--- src/rtl/hawk_att_lookup_if.sv ---
// Shared types for the HACD ATT lookup front-end, and the bus interface that bundles
// the lookup request, AXI read and translation output channels of hawk_att_lookup.
package hawk_att_pkg;

  localparam int ADDR_W = 64;
  localparam int IDX_W  = ADDR_W - 12;

  localparam logic [ADDR_W-1:0] HAWK_ATT_START = 64'h0000_00FF_F610_0000;
  localparam logic [ADDR_W-1:0] HPPA_BASE_ADDR = 64'h0000_00FF_F640_0000;
  localparam int unsigned       ATT_ENTRY_CNT  = 16;

  typedef enum logic [1:0] {
    STS_DALLOC = 2'b00,
    STS_UNCOMP = 2'b01,
    STS_COMP   = 2'b10,
    STS_INCOMP = 2'b11
  } att_sts_e;

  typedef struct packed {
    logic [7:0]        zpd_cnt;
    logic [ADDR_W-9:2] way;
    att_sts_e          sts;
  } AttEntry;

  typedef struct packed {
    logic             lookup;
    logic [IDX_W-1:0] hppa;
    logic             zeroBlkWr;
  } att_lkup_reqpkt_t;

  typedef struct packed {
    logic [ADDR_W-1:0] addr;
    logic [7:0]        arlen;
    logic              arvalid;
    logic              rready;
  } axi_rd_reqpkt_t;

  typedef struct packed {
    logic arready;
  } axi_rd_rdypkt_t;

  typedef struct packed {
    logic [511:0] rdata;
    logic [1:0]   rresp;
    logic         rlast;
    logic         rvalid;
  } axi_rd_resppkt_t;

  typedef struct packed {
    logic              allow_access;
    logic [ADDR_W-1:0] ppa;
    att_sts_e          sts;
    logic              zpd_update;
    logic [7:0]        zpd_cnt;
  } trnsl_reqpkt_t;

  // ATT lines are stored big-endian per 8-byte entry.
  function automatic logic [511:0] get_8byte_byteswap(input logic [511:0] d);
    logic [511:0] r;
    for (int w = 0; w < 8; w++) begin
      for (int b = 0; b < 8; b++) begin
        r[64*w + 8*b +: 8] = d[64*w + 8*(7-b) +: 8];
      end
    end
    return r;
  endfunction

endpackage

interface hawk_att_lookup_if;
  import hawk_att_pkg::*;

  att_lkup_reqpkt_t lkup_req;
  logic             lkup_rdy;
  axi_rd_reqpkt_t   rd_req;
  axi_rd_rdypkt_t   rd_rdy;
  axi_rd_resppkt_t  rd_resp;
  trnsl_reqpkt_t    trnsl;
  logic             trnsl_vld;
  logic             trnsl_rdy;
  logic             lkup_err;
  logic             inv;

  modport slave (
    input  lkup_req, rd_rdy, rd_resp, trnsl_rdy, inv,
    output lkup_rdy, rd_req, trnsl, trnsl_vld, lkup_err
  );

  modport master (
    output lkup_req, rd_rdy, rd_resp, trnsl_rdy, inv,
    input  lkup_rdy, rd_req, trnsl, trnsl_vld, lkup_err
  );

endinterface

--- src/rtl/hawk_att_lookup.sv ---
// ATT lookup: maps a host page to its AttEntry via one 64-byte AXI line read and decodes it.
// Optional single-line ATT cache enabled by defining HAWK_ATT_LKUP_CACHE_EN.
module hawk_att_lookup
  import hawk_att_pkg::*;
#(
  parameter logic [ADDR_W-1:0] ATT_BASE  = HAWK_ATT_START,
  parameter logic [ADDR_W-1:0] HPPA_BASE = HPPA_BASE_ADDR,
  parameter int unsigned       ENTRY_CNT = ATT_ENTRY_CNT
) (
  input logic              clk_i,
  input logic              rst_ni,
  hawk_att_lookup_if.slave bus
);

  typedef enum logic [1:0] {IDLE, AR, R, RESP} state_e;

  state_e         state;
  axi_rd_reqpkt_t rd_req_q;
  trnsl_reqpkt_t  trnsl_q;
  logic           trnsl_vld_q;
  logic           lkup_err_q;
  logic           zero_blk_q;
  logic [2:0]     slot_q;

  logic [IDX_W-1:0]  idx;
  logic              in_range;
  logic              accept;
  logic              r_last_beat;
  logic              hit;
  logic [ADDR_W-1:0] line_addr;
  logic [511:0]      r_line;
  logic [511:0]      cache_line;
  logic              unused_ok;

  assign idx         = bus.lkup_req.hppa - HPPA_BASE[ADDR_W-1:12];
  assign in_range    = idx < IDX_W'(ENTRY_CNT);
  assign accept      = bus.lkup_req.lookup && (state == IDLE);
  assign line_addr   = ATT_BASE + ADDR_W'({idx[IDX_W-1:3], 6'b0});
  assign r_last_beat = (state == R) && bus.rd_resp.rvalid && bus.rd_resp.rlast;
  assign r_line      = get_8byte_byteswap(bus.rd_resp.rdata);

  function automatic trnsl_reqpkt_t decode_entry(input logic [511:0] line,
                                                 input logic [2:0]   slot,
                                                 input logic         zero_blk);
    AttEntry       e;
    trnsl_reqpkt_t t;
    e              = AttEntry'(line[64*slot +: 64]);
    t              = '0;
    t.ppa          = {e.way[ADDR_W-11:2], 12'h0};
    t.sts          = e.sts;
    t.allow_access = (e.sts == STS_UNCOMP) || (e.sts == STS_INCOMP);
    t.zpd_update   = zero_blk && (e.sts == STS_UNCOMP);
    t.zpd_cnt      = (t.zpd_update && (e.zpd_cnt != 8'hFF)) ? e.zpd_cnt + 8'd1 : e.zpd_cnt;
    return t;
  endfunction

`ifdef HAWK_ATT_LKUP_CACHE_EN
  localparam int TAG_W = IDX_W - 3;

  logic             cache_vld;
  logic [TAG_W-1:0] cache_tag;
  logic [TAG_W-1:0] pend_tag;

  assign hit = cache_vld && (cache_tag == idx[IDX_W-1:3]);

  // An invalidate in the capture cycle must win over the fill.
  always_ff @(posedge clk_i or negedge rst_ni) begin
    if (!rst_ni) begin
      cache_vld <= 1'b0;
      cache_tag <= '0;
      pend_tag  <= '0;
    end else begin
      if (accept) pend_tag <= idx[IDX_W-1:3];
      if (bus.inv) begin
        cache_vld <= 1'b0;
      end else if (r_last_beat && !bus.rd_resp.rresp[1]) begin
        cache_vld <= 1'b1;
        cache_tag <= pend_tag;
      end
    end
  end

  // NOTE: the line store is pure data qualified by cache_vld, so it carries no reset.
  always_ff @(posedge clk_i) begin
    if (r_last_beat && !bus.rd_resp.rresp[1]) cache_line <= r_line;
  end

  assign unused_ok = bus.rd_resp.rresp[0];
`else
  assign hit        = 1'b0;
  assign cache_line = '0;
  assign unused_ok  = ^{bus.rd_resp.rresp[0], bus.inv};
`endif

  // NOTE: state and registered outputs use non-blocking assignments so every
  // register samples pre-edge values regardless of statement order.
  always_ff @(posedge clk_i or negedge rst_ni) begin
    if (!rst_ni) begin
      state       <= IDLE;
      rd_req_q    <= '0;
      trnsl_q     <= '0;
      trnsl_vld_q <= 1'b0;
      lkup_err_q  <= 1'b0;
      slot_q      <= '0;
      zero_blk_q  <= 1'b0;
    end else begin
      case (state)
        IDLE: begin
          if (accept) begin
            slot_q     <= idx[2:0];
            zero_blk_q <= bus.lkup_req.zeroBlkWr;
            if (!in_range) begin
              trnsl_q     <= '0;
              lkup_err_q  <= 1'b1;
              trnsl_vld_q <= 1'b1;
              state       <= RESP;
            end else if (hit) begin
              trnsl_q     <= decode_entry(cache_line, idx[2:0], bus.lkup_req.zeroBlkWr);
              lkup_err_q  <= 1'b0;
              trnsl_vld_q <= 1'b1;
              state       <= RESP;
            end else begin
              rd_req_q.addr    <= line_addr;
              rd_req_q.arlen   <= 8'd0;
              rd_req_q.arvalid <= 1'b1;
              state            <= AR;
            end
          end
        end
        AR: begin
          if (bus.rd_rdy.arready) begin
            rd_req_q.arvalid <= 1'b0;
            rd_req_q.rready  <= 1'b1;
            state            <= R;
          end
        end
        R: begin
          // Beats without rlast are dropped; only the final beat carries the line.
          if (bus.rd_resp.rvalid && bus.rd_resp.rlast) begin
            rd_req_q.rready <= 1'b0;
            if (bus.rd_resp.rresp[1]) begin
              trnsl_q    <= '0;
              lkup_err_q <= 1'b1;
            end else begin
              trnsl_q    <= decode_entry(r_line, slot_q, zero_blk_q);
              lkup_err_q <= 1'b0;
            end
            trnsl_vld_q <= 1'b1;
            state       <= RESP;
          end
        end
        RESP: begin
          if (bus.trnsl_rdy) begin
            trnsl_vld_q <= 1'b0;
            state       <= IDLE;
          end
        end
        default: state <= IDLE;
      endcase
    end
  end

  assign bus.lkup_rdy  = (state == IDLE);
  assign bus.rd_req    = rd_req_q;
  assign bus.trnsl     = trnsl_q;
  assign bus.trnsl_vld = trnsl_vld_q;
  assign bus.lkup_err  = lkup_err_q;

endmodule

--- src/flat_wrapper.sv ---
// flat-port wrapper written by rule: the top's interface ports become plain ports
module hawk_att_lookup_flat import hawk_att_pkg::*;
#(
  parameter logic [ADDR_W-1:0] ATT_BASE  = HAWK_ATT_START,
  parameter logic [ADDR_W-1:0] HPPA_BASE = HPPA_BASE_ADDR,
  parameter int unsigned       ENTRY_CNT = ATT_ENTRY_CNT
)
  (clk_i, rst_ni, bus_lkup_req, bus_rd_rdy, bus_rd_resp, bus_trnsl_rdy, bus_inv, bus_lkup_rdy, bus_rd_req, bus_trnsl, bus_trnsl_vld, bus_lkup_err);
  hawk_att_lookup_if bus_i ();
  input logic clk_i;
  input logic rst_ni;
  input wire logic [$bits(bus_i.lkup_req)-1:0] bus_lkup_req;
  input wire logic [$bits(bus_i.rd_rdy)-1:0] bus_rd_rdy;
  input wire logic [$bits(bus_i.rd_resp)-1:0] bus_rd_resp;
  input wire logic [$bits(bus_i.trnsl_rdy)-1:0] bus_trnsl_rdy;
  input wire logic [$bits(bus_i.inv)-1:0] bus_inv;
  output wire logic [$bits(bus_i.lkup_rdy)-1:0] bus_lkup_rdy;
  output wire logic [$bits(bus_i.rd_req)-1:0] bus_rd_req;
  output wire logic [$bits(bus_i.trnsl)-1:0] bus_trnsl;
  output wire logic [$bits(bus_i.trnsl_vld)-1:0] bus_trnsl_vld;
  output wire logic [$bits(bus_i.lkup_err)-1:0] bus_lkup_err;
  assign bus_i.lkup_req = bus_lkup_req;
  assign bus_i.rd_rdy = bus_rd_rdy;
  assign bus_i.rd_resp = bus_rd_resp;
  assign bus_i.trnsl_rdy = bus_trnsl_rdy;
  assign bus_i.inv = bus_inv;
  assign bus_lkup_rdy = bus_i.lkup_rdy;
  assign bus_rd_req = bus_i.rd_req;
  assign bus_trnsl = bus_i.trnsl;
  assign bus_trnsl_vld = bus_i.trnsl_vld;
  assign bus_lkup_err = bus_i.lkup_err;
  hawk_att_lookup #(.ATT_BASE(ATT_BASE), .HPPA_BASE(HPPA_BASE), .ENTRY_CNT(ENTRY_CNT)) u_core (.clk_i(clk_i), .rst_ni(rst_ni), .bus(bus_i));
endmodule
--- config.mk ---
export PLATFORM = sky130hd
export DESIGN_NAME = hawk_att_lookup_flat
export DESIGN_NICKNAME = d
export VERILOG_FILES = /design/src/rtl/hawk_att_lookup_if.sv /design/src/rtl/hawk_att_lookup.sv /design/src/flat_wrapper.sv
export SDC_FILE = /design/constraint.sdc
export NUM_CORES = 1
export LEC_CHECK = 0
export BUFFER_PORTS_ARGS = -buffer_cell sky130_fd_sc_hd__buf_2
export CAP_MARGIN = 20
export CORE_AREA = 2 2 285 287
export CTS_CLUSTER_SIZE = 30
export DETAILED_ROUTE_END_ITERATION = 7
export DIE_AREA = 0 0 287 289
export GPL_ROUTABILITY_DRIVEN = 0
export PLACE_DENSITY = 0.4
export SLEW_MARGIN = 20
export SYNTH_ARGS = -nofsm -noshare
export SYNTH_HDL_FRONTEND = slang
export SYNTH_SLANG_ARGS = --single-unit
--- constraint.sdc ---
create_clock -name clk_i -period 6.45 [get_ports clk_i]
set_input_delay 0.3225 -clock clk_i [delete_from_list [all_inputs] [get_ports clk_i]]
set_output_delay 0.3225 -clock clk_i [all_outputs]
set_load 0.02 [all_outputs]
## Word level (Yosys, flattened, before mapping)

Index checks and enable logic that the tools add are counted.

| word-level totals | value |
|---|---|
| flip-flop bits (word level) | 142 |
| output and inout bits | 153 |
| logic and storage cells | 73 |

| cells by class | value |
|---|---|
| $add $sub $neg | 3 |
| $lt $le $gt $ge | 1 |
| eq/ne operators | 12 |
| shifts and indexed selects | 1 |
| muxes and demuxes | 26 |
| reductions and logical operators | 17 |

Operators with widths:

| operator | count |
|---|---|
| $shiftx A512 B10 Y64 | 1 |
| $mux W76 | 4 |
| $pmux W76 S2 | 1 |
| $add A40 B55 Y56 const A | 1 |
| $lt A52 B5 Y1 const B | 1 |
| $sub A52 B28 Y52 const B | 1 |
| $mux W2 | 6 |
| $reduce_and A4 Y1 | 3 |
| $mux W1 | 9 |
| $add A8 B1 Y8 const B | 1 |
| $mux W8 | 1 |
| $ne A2 B2 Y1 const B | 4 |
| $ne A8 B8 Y1 const B | 1 |
| $pmux W2 S4 | 1 |
| $eq A2 B2 Y1 const B | 3 |
| $pmux W1 S2 | 3 |
| $reduce_and A3 Y1 | 2 |
| $reduce_bool A2 Y1 | 3 |
| $reduce_and A5 Y1 | 1 |
| $eq A2 B1 Y1 const B | 2 |
| $logic_and A1 B1 Y1 | 4 |
| $ne A2 B1 Y1 const B | 2 |
| $pmux W1 S3 | 1 |
| $reduce_bool A3 Y1 | 1 |
| 3 further kinds | 3 |

## Depth between registers and ports, before layout

Gate-level depths: netlist of the first run.

| logic depth | value |
|---|---|
| word-level depth | 8 |
| mapped depth | 14 |

## Least setup slack after synthesis of the first run

No wires, ideal clock.

| timing path | value |
|---|---|
| path type | input to register |
| start | input bus_lkup_req[12] |
| end | register u_core.trnsl_q, in the netlist u_core.bus.trnsl[25] |
| library setup time | 0.104 ns |
| arrival time | 2.790 ns |
| required time | 6.346 ns |
| setup slack | 3.556 ns |
| stages | 14 |
| buffers on the path | 3 |
| cell sequence | inv_1 ha_1 nor2b_2 o21ai_2 and3_1 buf_2 or4_1 and3_1 and4b_1 and4_4 nand2b_4 buf_6 buf_6 o41ai_2 |

| between the ends | value |
|---|---|
| cells in the longest elaborated chain, start to end | 4 |

Ends and longest elaborated chain:

| item | line | source |
|---|---|---|
| from (decl) | flat_wrapper.sv:12 | `input wire logic [$bits(bus_i.lkup_req)-1:0] bus_lkup_req;` |
| $sub A52 B28 Y52 | hawk_att_lookup.sv:35 | `assign idx = bus.lkup_req.hppa - HPPA_BASE[ADDR_W-1:12];` |
| $lt A52 B5 Y1 | hawk_att_lookup.sv:36 | `assign in_range = idx < IDX_W'(ENTRY_CNT);` |
| $ne A2 B2 Y1 (no line) | -- |  |
| $reduce_and A4 Y1 (no line) | -- |  |
| to (signal assigned) | hawk_att_lookup.sv:118 | `trnsl_q <= decode_entry(cache_line, idx[2:0], bus.lkup_req.zeroBlkWr);` |
| to (signal assigned) | hawk_att_lookup.sv:145 | `trnsl_q <= decode_entry(r_line, slot_q, zero_blk_q);` |
| to (decl) | hawk_att_lookup.sv:19 | `trnsl_reqpkt_t trnsl_q;` |

No other way between the ends.
A chain may end at the register's enable or synchronous reset.

## Final worst setup path of the first run

| timing path | value |
|---|---|
| start | register u_core.slot_q[1] |
| end | register u_core.trnsl_q, in the netlist u_core.bus.trnsl[4] |

| between the ends | value |
|---|---|
| cells in the longest elaborated chain, start to end | 8 |
| elaborated cells between the ends (all ways) | 10 |
| classes of those cells | 1 x add/sub; 2 x eq/ne; 1 x shift; 4 x mux; 2 x reduce/logical |

Ends and longest elaborated chain:

| item | line | source |
|---|---|---|
| from (decl) | hawk_att_lookup.sv:23 | `logic [2:0] slot_q;` |
| from (signal assigned) | hawk_att_lookup.sv:110 | `slot_q <= idx[2:0];` |
| $shiftx A512 B10 Y64 (*) | hawk_att_lookup.sv:47 | `e = AttEntry'(line[64*slot +: 64]);` |
| branches (longest 3 deep; another with $add A8 B1 Y8) | -- |  |
| $mux W8 (*) | hawk_att_lookup.sv:53 | `t.zpd_cnt = (t.zpd_update && (e.zpd_cnt != 8'hFF)) ? e.zpd_cnt + 8'd1 : e.zpd_cnt;` |
| $mux W76 (*) | hawk_att_lookup.sv:141 | `if (bus.rd_resp.rresp[1]) begin` |
| $mux W76 (*) | hawk_att_lookup.sv:139 | `if (bus.rd_resp.rvalid && bus.rd_resp.rlast) begin` |
| $pmux W76 S2 (*) | hawk_att_lookup.sv:107 | `case (state)` |

Mark *: on every way between the ends. The select of a mux whose other input is x is not followed.

==> results of run 1 <==
==> critical path: cells and delay by family, from the launching register on <==
family / cells / cell delay (ps)
and+or+nand+nor: 5 / 1040
AOI/OAI and AO/OA: 2 / 430
DFF: 1 / 780
xor gates and xnor gates: 1 / 140
buffers and inverters: 2 / 450
muxes: 1 / 420
adders and majority gates: 1 / 250
==> Yosys cell counts (all sizes together), types with 4 or more instances <==
library cell	instances	area share, %
xnor2	8	0.68
clkbuf	42	1.5
nand3	18	0.88
nand4	7	0.55
o41ai	61	9.4
buf	69	4.6
a21oi	10	0.49
o21ai	72	3.5
nor2	18	0.68
nor2b	6	0.39
nand2	28	1.0
o31ai	5	0.36
nor4	11	0.67
dfrtp	124	30
mux4	124	27
and2	32	2.0
or3	5	0.30
and3	7	0.43
nand2b	20	1.3
mux2i	61	5.9
ha	8	0.97
xor2	5	0.43
inv	10	0.36
nor3	17	0.88
mux2	16	1.8
nor4b	4	0.49
==> routing by layer <==
metal	share of wire [%]	track usage (%)	routed length, um
met1	42	15.4	22200
met2	48	19.6	25200
met3	6.7	3.28	3520
met4	2.5	3.92	1300
met5	0.10	0	53
==> through the flow <==
| step | setup slack, ps | total power, mW | hold slack [ps] | cell area (um^2) | util [%] |
|---|---|---|---|---|---|
| floorplan | 3560 | 3.64 | 26.9 | 10400 | - |
| global placement | 2390 | 4.85 | 386 | 14700 | 18.4 |
| detailed placement | 2320 | 4.90 | 403 | 14700 | 18.4 |
| CTS | 2580 | 6.00 | 3.43 | 15300 | 19.1 |
| global route | 2300 | 6.24 | 41.2 | 15300 | 19.1 |
| finish | 2680 | 5.80 | 86.1 | 15300 | 19.1 |
==> worst max-delay path by stage <==
stage / slack (ps) / to / cells after the start / startpoint
global route: 2300 / u_core.bus.trnsl[2]$_DFFE_PN0P_ / 12 / u_core.state[0]$_DFFE_PN0P_
finish: 2680 / u_core.bus.trnsl[4]$_DFFE_PN0P_ / 12 / u_core.slot_q[1]$_DFFE_PN0P_
CTS: 2580 / u_core.bus.trnsl[31]$_DFFE_PN0P_ / 12 / u_core.state[0]$_DFFE_PN0P_
floorplan: 3560 / u_core.bus.trnsl[25]$_DFFE_PN0P_ / 14 / bus_lkup_req[12]
detailed placement: 2320 / u_core.bus.trnsl[29]$_DFFE_PN0P_ / 13 / bus_lkup_req[11]
global placement: 2390 / u_core.bus.trnsl[46]$_DFFE_PN0P_ / 13 / bus_lkup_req[11]
==> cell families (layout without fill, tap and decap cells) <==
group                      count (synthesis)  after routing  share of synthesized area [%]
xor gates and xnor gates                  13             13                           1.11
DFF                                      124            124                           30.1
AOI/OAI and AO/OA                        175            175                           16.0
and+or+nand+nor                          182            182                           10.3
adders and majority gates                  9              9                           1.07
muxes                                    201            201                           34.8
other                                      1             36                         0.0364
buffers and inverters                    122            736                           6.53
==> state kept, by name, indices dropped and copies added (netlist names) <==
register              count
u_core.zero_blk_q         1
u_core.bus.rd_req        52
u_core.bus.lkup_err       1
u_core.bus.trnsl_vld      1
u_core.state              2
u_core.bus.trnsl         64
u_core.slot_q             3
==> power groups by stage <==
stage / clock, mW / combinational (mW) / sequential, mW
6_report: 1.04 / 3.57 / 1.19
3_5_place_dp: 0 / 3.69 / 1.22
3_3_place_gp: 0 / 3.64 / 1.21
2_1_floorplan: 0 / 2.38 / 1.26
5_1_grt: 1.13 / 3.86 / 1.24
4_1_cts: 1.11 / 3.69 / 1.20
==> layout make-up <==
cell class,count,area [um^2],share of cell area (%)
timing repair buffer,693,3530,23.1
sequential,124,3110,20.3
clock buffer,17,425,2.78
clock inverter,15,176,1.15
multi-input combinational,614,6670,43.6
tap,1060,1330,8.67
inverter,11,43.8,0.286
antenna,2,5.00,0.0327
==> results by group, run 1 <==
Clocking
  • Number of CTS-inserted buffers: 17
  • CTS Buffer Depth: 2
  • Resized Gates After CTS: 0
  • CTS sink cnt: between 100 and 150
  • Post-CTS setup buffers: 0
  • Clk root buf: clkbuf_16
  • CTS Hold Bufs: 1
  • Clk pin slew, worst setup/hold paths: roughly 60 ps
  • CTS H-Tree Depth: 4
  • Clock Latency Late Sink: ~470 ps
  • CTS tree: yes

Worst setup path
  • WS Path Type: flop to flop
  • Max FO, Critical Path: 65
  • Reg2Reg Setup Slack: between 2000 and 3000 ps
  • CP max stage delay: 780 ps
  • Crit-path slowest cell: dfrtp_4
  • CP most frequent cell: nand2_1
  • FF-to-FF End: u_core.bus.trnsl[4]$_DFFE_PN0P_
  • CP arrival: 4120 ps
  • R2R cell count: 12
  • Crit path cell chain: buf_12 -> mux4_2 -> nand2_1 -> nand2_1 -> ha_1 -> inv_1 -> or3b_2 -> nor2b_1 -> nand2_1 -> a21o_1 -> xnor2_1 -> o41ai_2
  • Setup crit start kind: flop
  • Reg-to-Reg Start: u_core.slot_q[1]$_DFFE_PN0P_
  • Worst EP required: about 6800 ps
  • Worst Setup End Kind: flop

Routing
  • Post-route ant nets: 0
  • Vias per cell: slightly above 4
  • DRC viols: 0
  • Routed WL per cell: 20.6 um
  • Detailed-route via count: around 10,000
  • Detailed Routing Iterations Pass 1: 6
  • 1st-iter DRT viols: between 400 and 500
  • Total wire length: ~52,000 um

Hold path
  • Min-Delay Startpoint: bus_lkup_req[4]
  • Sink of the worst hold path: u_core.bus.rd_req[16]$_DFFE_PN0P_
  • Hold path depth: 2
  • HP Class: input pin to flop

Power
  • Sw Ratio: between 40% and 50%
  • Lkg Pwr: between 7 and 8 nW
  • Maximum vdd drop: approximately 0.00024 V
  • Clock network fraction of design power: 18.0%
  • Sw Pwr: 2.77 mW
  • Power share of the sequential group: around 20%
  • Cell-internal power: between 3 and 4 mW
  • Gate power share: approximately 60%
  • PD cells: 379 nW/um^2

Timing
  • Crit share post-route: between 50% and 60%
  • Setup Skew: around 17 ps
  • RSZ-0062 raised after global routing: false
  • Final setup viols: 0
  • Post-layout min period: about 3800 ps
  • Max Freq: 265 MHz
  • Worst-Margin Slew: roughly 860 ps
  • Count of final hold-check violations: 0
  • Setup TNS: 0 ps
  • Pins Over Slew Limit: 0
  • Slew HR: 41.0%

Status
  • Status: completed

Die
  • CORE AREA: roughly 80,000 um^2
  • Die extent in y: 289 um
  • DIE AREA: just over 80,000 um^2
  • I/O pin count: around 730
  • Initial Utilization: 12.9%
  • Site Rows: between 100 and 150
  • Die X: 287 um

Global route
  • First-pass GRT wire length: around 72,000 um
  • Initial antenna violation count: 11
  • Total Routing Usage GR: about an eighth
  • Overflow left after global routing: 0
  • Vias in the first global route: between 10,000 and 15,000
  • Largest net degree at the start of global routing: 67

Cells and area
  • Post-Layout Cell Count: about 2,500
  • Most frequent cells in the layout: 674 x buf_2, 124 x mux4_2, 122 x dfrtp_1
  • Layout area overhead: 48.5%
  • # fillers: a little under 9,000
  • Commonest non-fill, non-tap cell in the layout: buf_2
  • Total Nets Final: around 2,000
  • Share of layout cells above drive strength 1: a little under two thirds

Yosys
  • Netlist Area Pre-Place: 10,300 um^2
  • Post-synth EDFFs: 0
  • Post-synth ARST share: 100%
  • Sequential area share after synthesis: a little under a third
  • Synth warn: 0
  • Synthesized flop and latch total: 124
  • Primary FF master, synth: dfrtp_1
  • Cells after Synth: about 830
  • Yosys cell types: 73
  • Syn_area_per_cell: approximately 12 um^2

Placement
  • Placed instance count: between 2,000 and 3,000
  • Port bufs: around 680
  • Post-detail-place hpwl: around 42,000 um

Flow run
  • Total of max-cap violations: 0
No activity file was read; power rests on OpenSTA's default activity.
==> run 2: changes to the inputs <==
--- a/config.mk
+++ b/config.mk
@@ -7,10 +7,10 @@
 export LEC_CHECK = 0
 export BUFFER_PORTS_ARGS = -buffer_cell sky130_fd_sc_hd__buf_2
 export CAP_MARGIN = 20
-export CORE_AREA = 2 2 285 287
+export CORE_AREA = 2 2 286 288
 export CTS_CLUSTER_SIZE = 30
 export DETAILED_ROUTE_END_ITERATION = 7
-export DIE_AREA = 0 0 287 289
+export DIE_AREA = 0 0 288 290
 export GPL_ROUTABILITY_DRIVEN = 0
 export PLACE_DENSITY = 0.4
 export SLEW_MARGIN = 20
==> constraint.sdc (replaced) <==
create_clock -name clk_i -period 3.6 [get_ports clk_i]
set_input_delay 0.18 -clock clk_i [delete_from_list [all_inputs] [get_ports clk_i]]
set_output_delay 0.18 -clock clk_i [all_outputs]
set_load 0.02 [all_outputs]
==> run 2 against run 1 <==
Compared with the run above: wire length grew 1.6%; first-iteration DRC count is 44% higher; critical path depth shrank 2; sequential share of layout area down 0.37 points; worst setup slack worse by 2200 ps; sequential power rose by 71%.
==> results by group, run 2 (synthesis gave the netlist of run 1 again) <==
Hold path
  • Hold path depth: 4 (+2)
  • HP Class: input pin to flop

Worst setup path
  • Reg2Reg Setup Slack: 480 ps (-2200 ps)
  • Crit path max-delay family: multiplexers
  • Worst path depth: 10 (-2)
  • Setup crit start kind: flop
  • Crit path cell chain: buf_4 -> mux4_2 -> mux2i_1 -> buf_4 -> nand3_1 -> nor2b_1 -> nand2_1 -> a21o_1 -> xnor2_1 -> o41ai_2
  • CP max stage delay: 680 ps (-100 ps)
  • CP most frequent cell: buf_4
  • R2R cell count: 10 (-2)
  • Reg-to-Reg Start: u_core.slot_q[1]$_DFFE_PN0P_
  • Bufs and invs on worst path: 2 (unchanged)
  • CP arrival: 3480 ps (-640 ps)
  • Worst setup path start: u_core.slot_q[1]$_DFFE_PN0P_
  • Crit path to: u_core.bus.trnsl[4]$_DFFE_PN0P_
  • WS Path Type: flop to flop
  • Crit-path slowest cell: dfrtp_4
  • Worst EP required: 3960 ps (-2840 ps)
  • Max FO, Critical Path: 22 (-66%)
  • Worst Setup End Kind: flop
  • FF-to-FF End: u_core.bus.trnsl[4]$_DFFE_PN0P_

Timing
  • Setup Skew: 20.5 ps (+3.32 ps)
  • Final setup viols: 0 (unchanged)
  • Count of final hold-check violations: 0 (unchanged)
  • RSZ-0062 raised after global routing: false
  • Worst-Margin Slew: 740 ps (-121 ps)
  • Crit share post-route: 86.6% (+28 points)
  • Post-layout min period: 3120 ps (-652 ps)
  • Max Freq: 321 MHz (+21%)
  • Setup TNS: 0 ps (unchanged)
  • Hold Worst Slack: 75.8 ps (-10.3 ps)
  • Slew HR: 50.7% (+9.7 points)
  • Pins Over Slew Limit: 0 (unchanged)

Routing
  • Detailed Routing Iterations Pass 1: 5 (-1)
  • 1st-iter DRT viols: 657 (+44%)
  • Routed WL per cell: 20.7 um (+0.45%)
  • DRC viols: 0 (unchanged)
  • Vias per cell: 4.02 (about the same)
  • Total wire length: 53,100 um (+1.6%)
  • Post-route ant nets: 0 (unchanged)
  • Detailed-route via count: 10,321 (+1.1%)

Clocking
  • Clock Latency Late Sink: 480 ps (about the same)
  • Number of CTS-inserted buffers: 17 (unchanged)
  • CTS Hold Bufs: 7 (+6)
  • CTS tree: yes
  • Post-CTS setup buffers: 0 (unchanged)
  • Clk pin slew, worst setup/hold paths: 60 ps (about the same)
  • Resized Gates After CTS: 0 (unchanged)
  • CTS sink cnt: 124 (unchanged)
  • CTS Buffer Depth: 2 (unchanged)
  • CTS H-Tree Depth: 4 (unchanged)
  • Clk root buf: clkbuf_16

Cells and area
  • Max FFs per register: 64 (unchanged)
  • Commonest non-fill, non-tap cell in the layout: buf_2
  • Total Nets Final: 2,067 (+1.1%)
  • Layout area overhead: 51.3%
  • # fillers: 8,899 (+0.66%)
  • Share of layout cells above drive strength 1: 63.6% (+0.16 points)
  • Most frequent cells in the layout: 674 x buf_2, 124 x mux4_2, 122 x dfrtp_1

Global route
  • Total Routing Usage GR: 12.4% (+0.39 points)
  • Met1 Use GR: 15.2% (-0.25 points)
  • Vias in the first global route: 11,023 (+4.1%)
  • Grt met3 use: 3.91% (+0.63 points)
  • M2 GR Usage: 20.6% (+0.92 points)
  • Initial antenna violation count: 15 (+4)
  • GR peak layer: met2
  • Overflow left after global routing: 0 (unchanged)
  • First-pass GRT wire length: 75,300 um (+4.1%)
  • Largest net degree at the start of global routing: 63 (-6.0%)

Die
  • DIE AREA: 83,500 um^2 (+0.70%)
  • Site Rows: 104 (unchanged)
  • Initial Utilization: 12.8% (-0.042 points)
  • I/O pin count: 728 (unchanged)
  • Die X: 288 um (+0.35%)
  • CORE AREA: 80,200 um^2 (+0.33%)
  • Die extent in y: 290 um (+0.35%)

Power
  • Lkg Pwr: 7.56 nW (+1.8%)
  • Maximum vdd drop: 0.000583 V (+150%)
  • PD cells: 688 nW/um^2 (+81%)

Flow run
  • Total of max-cap violations: 0 (unchanged)

Status
  • Status: completed

Placement
  • Post-detail-place hpwl: 43,800 um (+4.1%)
  • Port bufs: 675 (unchanged)
run 2: cell count changes in the layout (fill, tap and decap cells not counted), sizes merged:
cell         previous run  this run
clkinv                  2         8
inv                    20        14
diode                   2         9
buf                   692       709
bufinv                  2         3
clkinvlp                2         1
dlygate4sd3             1         7
run 2: metrics by stage:
step           util (%)  cell area [um^2]  power, mW  setup WS (ps)  instances
2_1_floorplan         -             10400       6.53            771        860
3_3_place_gp       18.5             14900       8.97            282       2518
3_5_place_dp       18.5             14900       9.05            295       2518
4_1_cts            19.4             15500       11.1            387       2557
5_1_grt            19.4             15600       11.5            235       2565
6_report           19.4             15600       10.7            482       2566
run 2: where the power goes:
group          switching, mW  leakage, nW  internal [mW]  total [mW]
clock                  0.791        0.300           1.10        1.89
combinational           3.95         5.57           2.84        6.80
sequential             0.298         1.68           1.73        2.03
total                   5.04         7.56           5.67        10.7
run 2: how the worst min path moves through the flow:
stage	startpoint	end	slack (ps)
3_5_place_dp	rst_ni	u_core.bus.rd_req[26]$_DFFE_PN0P_	210
4_1_cts	bus_trnsl_rdy	u_core.bus.trnsl_vld$_DFFE_PN0P_	9
2_1_floorplan	rst_ni	u_core.bus.lkup_err$_DFFE_PN0P_	-120
5_1_grt	bus_lkup_req[11]	u_core.bus.rd_req[23]$_DFFE_PN0P_	60
6_report	bus_trnsl_rdy	u_core.bus.trnsl_vld$_DFFE_PN0P_	80
3_3_place_gp	rst_ni	u_core.bus.rd_req[19]$_DFFE_PN0P_	200
run 2: tightest hold or removal path, stage by stage:
cell and delay [ps]:
buf_2 110, nand3b_1 80, o21ai_0 70, o31ai_1 60
run 2: area by class of cell:
class | instances | area [um^2] | share of cell area, %
multi-input combinational | 614 | 6670 | 42.8
timing repair buffer | 716 | 3780 | 24.3
sequential | 124 | 3110 | 20.0
tap | 1060 | 1330 | 8.52
clock buffer | 17 | 425 | 2.73
clock inverter | 15 | 189 | 1.21
inverter | 11 | 43.8 | 0.281
antenna | 9 | 22.5 | 0.145
run 2: routing by layer:
layer	up-vias	share of wire [%]
li1	4594	-
met1	5119	41
met2	535	49
met3	63	7.9
met4	10	2.4
met5	-	0.094
